### src/rtl/mode_select_ctrl.sv
// Registered one-hot mode sequencer with break-before-make blanking between modes.
// Optional change counter (port change_cnt) is built when MODE_CHANGE_CNT_EN is defined.
module mode_select_ctrl #(
  parameter int MODE_W     = 2,
  parameter int SETTLE_CYC = 4
`ifdef MODE_CHANGE_CNT_EN
  , parameter int CNT_W    = 8
`endif
) (
  input  logic                       clk,
  input  logic                       Reset,
  input  logic                       Enable,
  input  logic [MODE_W-1:0]          Mode,
  input  logic                       mode_req,
  output logic [(1 << MODE_W)-1:0]   D,
  output logic [MODE_W-1:0]          mode_q,
  output logic                       busy,
  output logic                       changed
`ifdef MODE_CHANGE_CNT_EN
  , output logic [CNT_W-1:0]         change_cnt
`endif
);

  localparam int NM = 1 << MODE_W;
  localparam int SW = (SETTLE_CYC > 1) ? $clog2(SETTLE_CYC) : 1;

  typedef enum logic [1:0] {OFF, ACTIVE, SETTLE} state_t;

  state_t            state, stateNext;
  logic [MODE_W-1:0] pending, pendingNext, modeNext;
  logic [SW-1:0]     settle, settleNext;
  logic [NM-1:0]     dNext;
  logic              busyNext, changedNext;

  function automatic logic [NM-1:0] oneHot(input logic [MODE_W-1:0] m);
    return NM'(1) << m;
  endfunction

  // State and every output are registered; all next values come from the decode below.
  always_ff @(posedge clk) begin
    if (Reset) begin
      state   <= OFF;
      mode_q  <= '0;
      pending <= '0;
      settle  <= '0;
      D       <= '0;
      busy    <= 1'b0;
      changed <= 1'b0;
    end else begin
      state   <= stateNext;
      mode_q  <= modeNext;
      pending <= pendingNext;
      settle  <= settleNext;
      D       <= dNext;
      busy    <= busyNext;
      changed <= changedNext;
    end
  end

  // Outputs default to blanked; only an ACTIVE destination drives a one-hot bit.
  always_comb begin
    stateNext   = state;
    modeNext    = mode_q;
    pendingNext = pending;
    settleNext  = settle;
    dNext       = '0;
    busyNext    = 1'b0;
    changedNext = 1'b0;
    case (state)
      OFF: begin
        if (mode_req) modeNext = Mode;
        if (Enable) begin
          stateNext = ACTIVE;
          dNext     = oneHot(modeNext);
        end
      end
      ACTIVE: begin
        if (!Enable) begin
          stateNext = OFF;
          if (mode_req) modeNext = Mode;
        end else if (mode_req && (Mode != mode_q)) begin
          pendingNext = Mode;
          busyNext    = 1'b1;
          settleNext  = SW'(SETTLE_CYC - 1);
          stateNext   = SETTLE;
        end else begin
          dNext = oneHot(mode_q);
        end
      end
      SETTLE: begin
        // Dropping Enable still commits the pending code, but leaves D blank.
        if (!Enable) begin
          modeNext    = pending;
          changedNext = 1'b1;
          stateNext   = OFF;
        end else if (settle == '0) begin
          modeNext    = pending;
          dNext       = oneHot(pending);
          changedNext = 1'b1;
          stateNext   = ACTIVE;
        end else begin
          busyNext   = 1'b1;
          settleNext = settle - 1'b1;
        end
      end
      default: stateNext = OFF;
    endcase
  end

`ifdef MODE_CHANGE_CNT_EN
  // Saturating count of commits, advanced on the same edge that raises changed.
  always_ff @(posedge clk) begin
    if (Reset)
      change_cnt <= '0;
    else if (changedNext && (change_cnt != '1))
      change_cnt <= change_cnt + 1'b1;
  end
`else
  // Counter omitted in this build.
`endif

endmodule

### config.mk
export PLATFORM = sky130hd
export DESIGN_NAME = mode_select_ctrl
export DESIGN_NICKNAME = d
export VERILOG_FILES = /design/src/rtl/mode_select_ctrl.sv
export SDC_FILE = /design/constraint.sdc
export NUM_CORES = 1
export LEC_CHECK = 0
export CORE_MARGIN = 2
export CORE_UTILIZATION = 46
export DETAILED_ROUTE_END_ITERATION = 16
export PLACE_DENSITY = 0.73
export SKIP_LAST_GASP = 1
export SYNTH_ARGS = -nofsm -noshare
export SYNTH_HDL_FRONTEND = slang
export SYNTH_SLANG_ARGS = --single-unit
### constraint.sdc
create_clock -name clk -period 1.6 [get_ports clk]
set_input_delay 0.32 -clock clk [delete_from_list [all_inputs] [get_ports clk]]
set_output_delay 0.32 -clock clk [all_outputs]
set_load 0.005 [all_outputs]
### After elaboration in Yosys (flattened, before gate mapping)

Index checks and enable logic that the tools add are counted.

* logic and storage cells: 63
* output and inout port bits: 8
* register bits after elaboration: 14
* input port bits: 6

* bitwise logic cells: 1
* add/subtract/negate cells: 1
* shift-type cells: 3
* eq/ne operators: 11
* reductions and logical operators: 10
* muxes and demuxes: 30

Operators with widths (number)
* 2-bit 2-to-1 mux: 14
* 4-bit 2-to-1 mux: 5
* 2-bit inequality test, second input constant: 6
* 2-bit one-hot mux with 3 select lines: 2
* 4-bit one-hot mux with 3 select lines: 1
* 1-bit by 2-bit << shifter with 4-bit output, first input constant: 3
* 3-bit AND reduction: 3
* 1-bit 2-to-1 mux: 6
* 3-bit inequality test, second input constant: 2
* 5-bit AND reduction: 1
* 2-bit zero test: 2
* 2-bit one-hot mux with 2 select lines: 1
* 3-bit nonzero test: 1
* 2-bit by 1-bit equality test with 1-bit output, second input constant: 1
* 2-bit equality test, second input constant: 1
* 2-bit inequality test: 1
* 1-bit one-hot mux with 2 select lines: 1
* 2-bit nonzero test: 1
* 2-bit OR reduction: 1
* 2-bit by 1-bit subtractor with 2-bit output, second input constant: 1
* 1-bit logical AND: 1
* 1-bit inverter: 1

### Longest topological paths before layout

Gate-level depths: netlist of run 1.

* depth after elaboration: 5
* gate-level depth with buffers: 7
* depth with buffers taken out: 6

### Least setup slack after synthesis of run 1

Ideal clock, no wire load.

* kind: reg-to-reg
* start point: register state[0]
* end point: register mode_q[1]
* period minus slack after synthesis: 1614 ps
* cell stages (with the launch flop): 7
* slack: -14 ps
* data required time: 1505 ps
* path buffers: 1
* arrival: 1519 ps
* setup time: 95 ps
* cells stage by stage: dfxtp_1 -> inv_1 -> ha_1 -> buf_2 -> or3_1 -> and2_1 -> a221oi_1

* word-level cells in the longest chain between the ends: 3
* elaborated cells on any way between the ends: 8
* classes of those cells: eq/ne: 4; mux: 1; reduce/logical: 3

RTL lines
* from (decl): RTL line 29 `state_t state, stateNext;`
* from (signal assigned): RTL line 50 `state <= stateNext;`
* 2-bit equality test (tied with other cells): RTL line 69 `case (state)`
* 3-bit inequality test (no source line) (tied with other cells)
* 3-bit AND reduction (no source line)
* to (signal assigned): RTL line 51 `mode_q <= modeNext;`
* to (decl): RTL line 16 `output logic [MODE_W-1:0] mode_q,`

Parallel ways exist; a longest one is shown, timed or not.
A chain may end at the register's enable or synchronous reset.

### Worst setup path after layout of run 1

* start point: register state[0]
* end point: register state[0]

* word-level cells in the longest chain between the ends: 3
* elaborated cells on any way between the ends: 8
* classes of those cells: eq/ne: 5; mux: 1; reduce/logical: 2

RTL lines (RTL line)
* 2-bit by 1-bit equality test with 1-bit output (tied with other cells): 69
* 3-bit inequality test (no source line) / 2-bit inequality test (equally long branches)
* 3-bit AND reduction (no source line)

Parallel ways exist; a longest one is shown, timed or not.

==> results of run 1 <==
[sequential cells by signal, summed over array words and instances (netlist names)]
name / flops
busy: 1
D: 4
changed: 1
mode_q: 2
state: 2
pending: 2
settle: 2
[cells in the mapped netlist, drive strengths merged]
library cell | count | area share, %
dfxtp | 14 | 34
inv | 9 | 4.1
nand2 | 7 | 3.2
a211oi | 6 | 5.4
nor2 | 6 | 2.7
ha | 5 | 7.5
nand4 | 5 | 3.8
mux2i | 4 | 4.8
o21ai | 4 | 2.9
a21oi | 3 | 1.8
buf | 3 | 1.8
nor3 | 3 | 2.4
a221oi | 2 | 2.1
a311oi | 2 | 2.1
and2 | 2 | 1.5
mux2 | 2 | 2.7
nor2b | 2 | 1.5
o211ai | 2 | 1.8
xor2 | 2 | 2.1
a2111oi | 1 | 1.2
a21o | 1 | 0.91
a22o | 1 | 1.1
a2bb2oi | 1 | 1.1
a41oi | 1 | 1.1
clkbuf | 1 | 0.45
nand3 | 1 | 0.60
nor3b | 1 | 0.91
o21a | 1 | 1.1
o2bb2ai | 1 | 1.1
o32ai | 1 | 1.1
or2 | 1 | 0.75
or3 | 1 | 0.75
[repair_timing]
action | 4_1_cts | 5_1_grt
setup buffers | 0 | 1
gates resized for setup | 5 | 14
endpoints found under the setup margin | 6 | 10
gates cloned | 0 | 0
pin swaps | 0 | 2
endpoints found under the hold margin | 0 | 0
[metal layers]
metal	GRT usage [%]	routed length, um	vias to the layer above
li1	-	-	422
met1	25.4	879	393
met2	34.2	968	23
met3	8.63	96	4
met4	9.71	44	0
met5	0	0	-
[logic make-up after synthesis]
kind of cell / synth area share (%)
flops: 33.8
mux: 7.54
xor+xnor: 2.11
simple gates: 18.1
fa+ha+maj: 7.54
buf+inv: 6.33
compound gates: 24.6
[layout make-up]
| cell class | count | area share (%) |
|---|---|---|
| multi-input cells | 69 | 45.3 |
| flip-flops and latches | 14 | 23.2 |
| repair buffers | 33 | 23.2 |
| clock buffers | 4 | 2.94 |
| inverters | 9 | 2.74 |
| well taps | 25 | 2.54 |
[report_power, final]
group / internal [W] / switching (W)
sequential: 0.000412 / 0.0000393
clock: 0.000139 / 0.000126
combinational: 0.000388 / 0.000362
total: 0.000938 / 0.000527
[worst register-to-register path, stage by stage (launching register included)]
cell	delay (ns)
sky130_fd_sc_hd__dfxtp_1	0.32
sky130_fd_sc_hd__inv_1	0.14
sky130_fd_sc_hd__ha_4	0.20
sky130_fd_sc_hd__nor2b_2	0.22
sky130_fd_sc_hd__mux2i_1	0.13
sky130_fd_sc_hd__o21ai_1	0.11
sky130_fd_sc_hd__mux2_1	0.33
[final timing paths]
kind | startpoint | endpoint | slack, ns
worst min-delay path | Mode[1] | pending[1] | 0.45
worst max-delay path | state[0] | state[0] | 0.05
worst min register to register | settle[1] | settle[1] | 0.49
worst max register to register | state[0] | state[0] | 0.05
[metrics by stage]
step / cells / power, W / hold WS, ns / utilization (%) / instance area (um^2)
after CTS: 153 / 0.00136 / 0.477 / 68.1 / 1160
after detailed placement: 149 / 0.00108 / 0.464 / 65.4 / 1120
after floorplan: 96 / 0.000818 / 0.398 / - / 835
after global routing: 154 / 0.00157 / 0.472 / 72.2 / 1230
after global placement: 149 / 0.00107 / 0.451 / 65.4 / 1120
final: 154 / 0.00147 / 0.447 / 72.2 / 1230
==> results.toml, run 1 <==
[setup_path]
timing.critical_path.cells = "inv_1 > ha_4 > nor2b_2 > mux2i_1 > o21ai_1 > mux2_1"
worstPathRequired_ns = 1.78
critPathTopFamily = "multiplexers"
max_stage_delay_ns = 0.33
crit_path_max_fanout = 7
crit_path_start_kind = "flip-flop"
buffering_stage_count_on_the_worst_path_with_inverters_included = 1
critical_path_depth = 6
worst_setup_path_end_kind = "flip-flop"
cp_slowest_cell = "sky130_fd_sc_hd__mux2_1"
r2r.worst_path.cells = 6
critPathArrivalTime_ns = 1.73
setup_cp_type = "flip-flop to flip-flop"

[min_path]
min_delay_path_depth = 3
timing.hold.worst.class = "input port to flip-flop"

[grt]
number_of_antenna_violations_at_the_first_check_in_global_routing = 0
global_route.usage.total_pct = 21.6
grt_pass1_wl_um = 3150
first_global_vias = 721
grt_remaining_overflow = 0
grt_start_max_net_pins = 9

[yosys]
netlist_instances = 96
netlist-cell-type-count = 36
synth_nets = 107
synth_area_per_cell_um2 = 8.64
synth-seq-cells = 14
synthesis.area_um2 = 830
synth.yosys.warnings = 0
yosysSeqAreaShare_pct = 33.8

[floorplan]
num_rows = 15
die_h_um = 46.5
floorplan.die_area_um2 = 2160
floorplan.initialDensity_pct = 48.6
floorplan.core_area_um2 = 1710
ios = 14
chipWidth_um = 46.5

[clock_tree]
cts_max_path_buffers = 2
cts_root_buf = "sky130_fd_sc_hd__clkbuf_4"
tritoncts_clock_tree = "yes"
clk_latency_ns = 0.29
tritoncts.num_buffers = 3
cts_max_level = 1
clock_transition_at_the_register_clock_pins_on_the_worst_setup_and_hold_paths_after_cts_ns = 0.09
clkSinkCount = 14
cts-hold-fix-buffers = 0

[finish]
leading_cell_type_in_the_layout_fill_and_taps_excluded = "sky130_fd_sc_hd__buf_4"
final.fill_count = 127
layout.cells.most_common_list = "sky130_fd_sc_hd__buf_4 (19), sky130_fd_sc_hd__clkdlybuf4s50_1 (12), sky130_fd_sc_hd__dfxtp_1 (11), sky130_fd_sc_hd__inv_1 (9), sky130_fd_sc_hd__nand2_1 (7)"
final_nets = 141
share_of_layout_cells_above_drive_strength_1_pct = 34.1
antenna_diode_count = 0
seq_area_um2 = 287
area.growth.synth_to_final_pct = 48.7
multiInputGateArea_um2 = 559

[timing]
min_period_over_period_pct = 96.8
fin_ws_ns = 0.0510
max_clock_freq_ghz = 0.646
max-slew-margin-rel_pct = 78.7
final_critical_path_time_including_i_o_delays_and_setup_ns = 1.55
final-setup-viol-count = 0
worst-slew-pin-transition_ns = 0.318
finalHoldViolCount = 0
fin_worst_skew_ns = 0.00414
totalNegativeSetupSlack_ns = 0
drv_slew = 0
rsz0062_at_grt = "true"

[power_and_ir_drop]
static-leakage-power_nw = 0.489
ir_worst_vdd_uv = 772
pwr_per_cell_area_nw_per_um2 = 1190

[placed_design]
gp_congestion = 0.910
buffer_ports.inserted = 13
post-place-ws_ns = -0.308
dpl.hpwl_um = 1530

[drt]
vias_per_cell = 5.47
drt_wirelength_um = 1990
final_antenna_net_count = 0
drc_errors = 0
routed_wire_length_per_instance_um = 12.9
detailedRoute.firstPassIterationCount = 4
drt_first_iter_violations = 12
routed-via-count = 842

[run_status]
status = "completed"

[flow_run]
timing.max_cap.violations = 0
(Power assumes the default switching activity.)
==> run 2, diff against run 1 <==
- HOLD_SLACK_MARGIN: not set -> 0.08
==> results of run 2 <==
Final layout, timing and power as in run 1 (identical DEF).
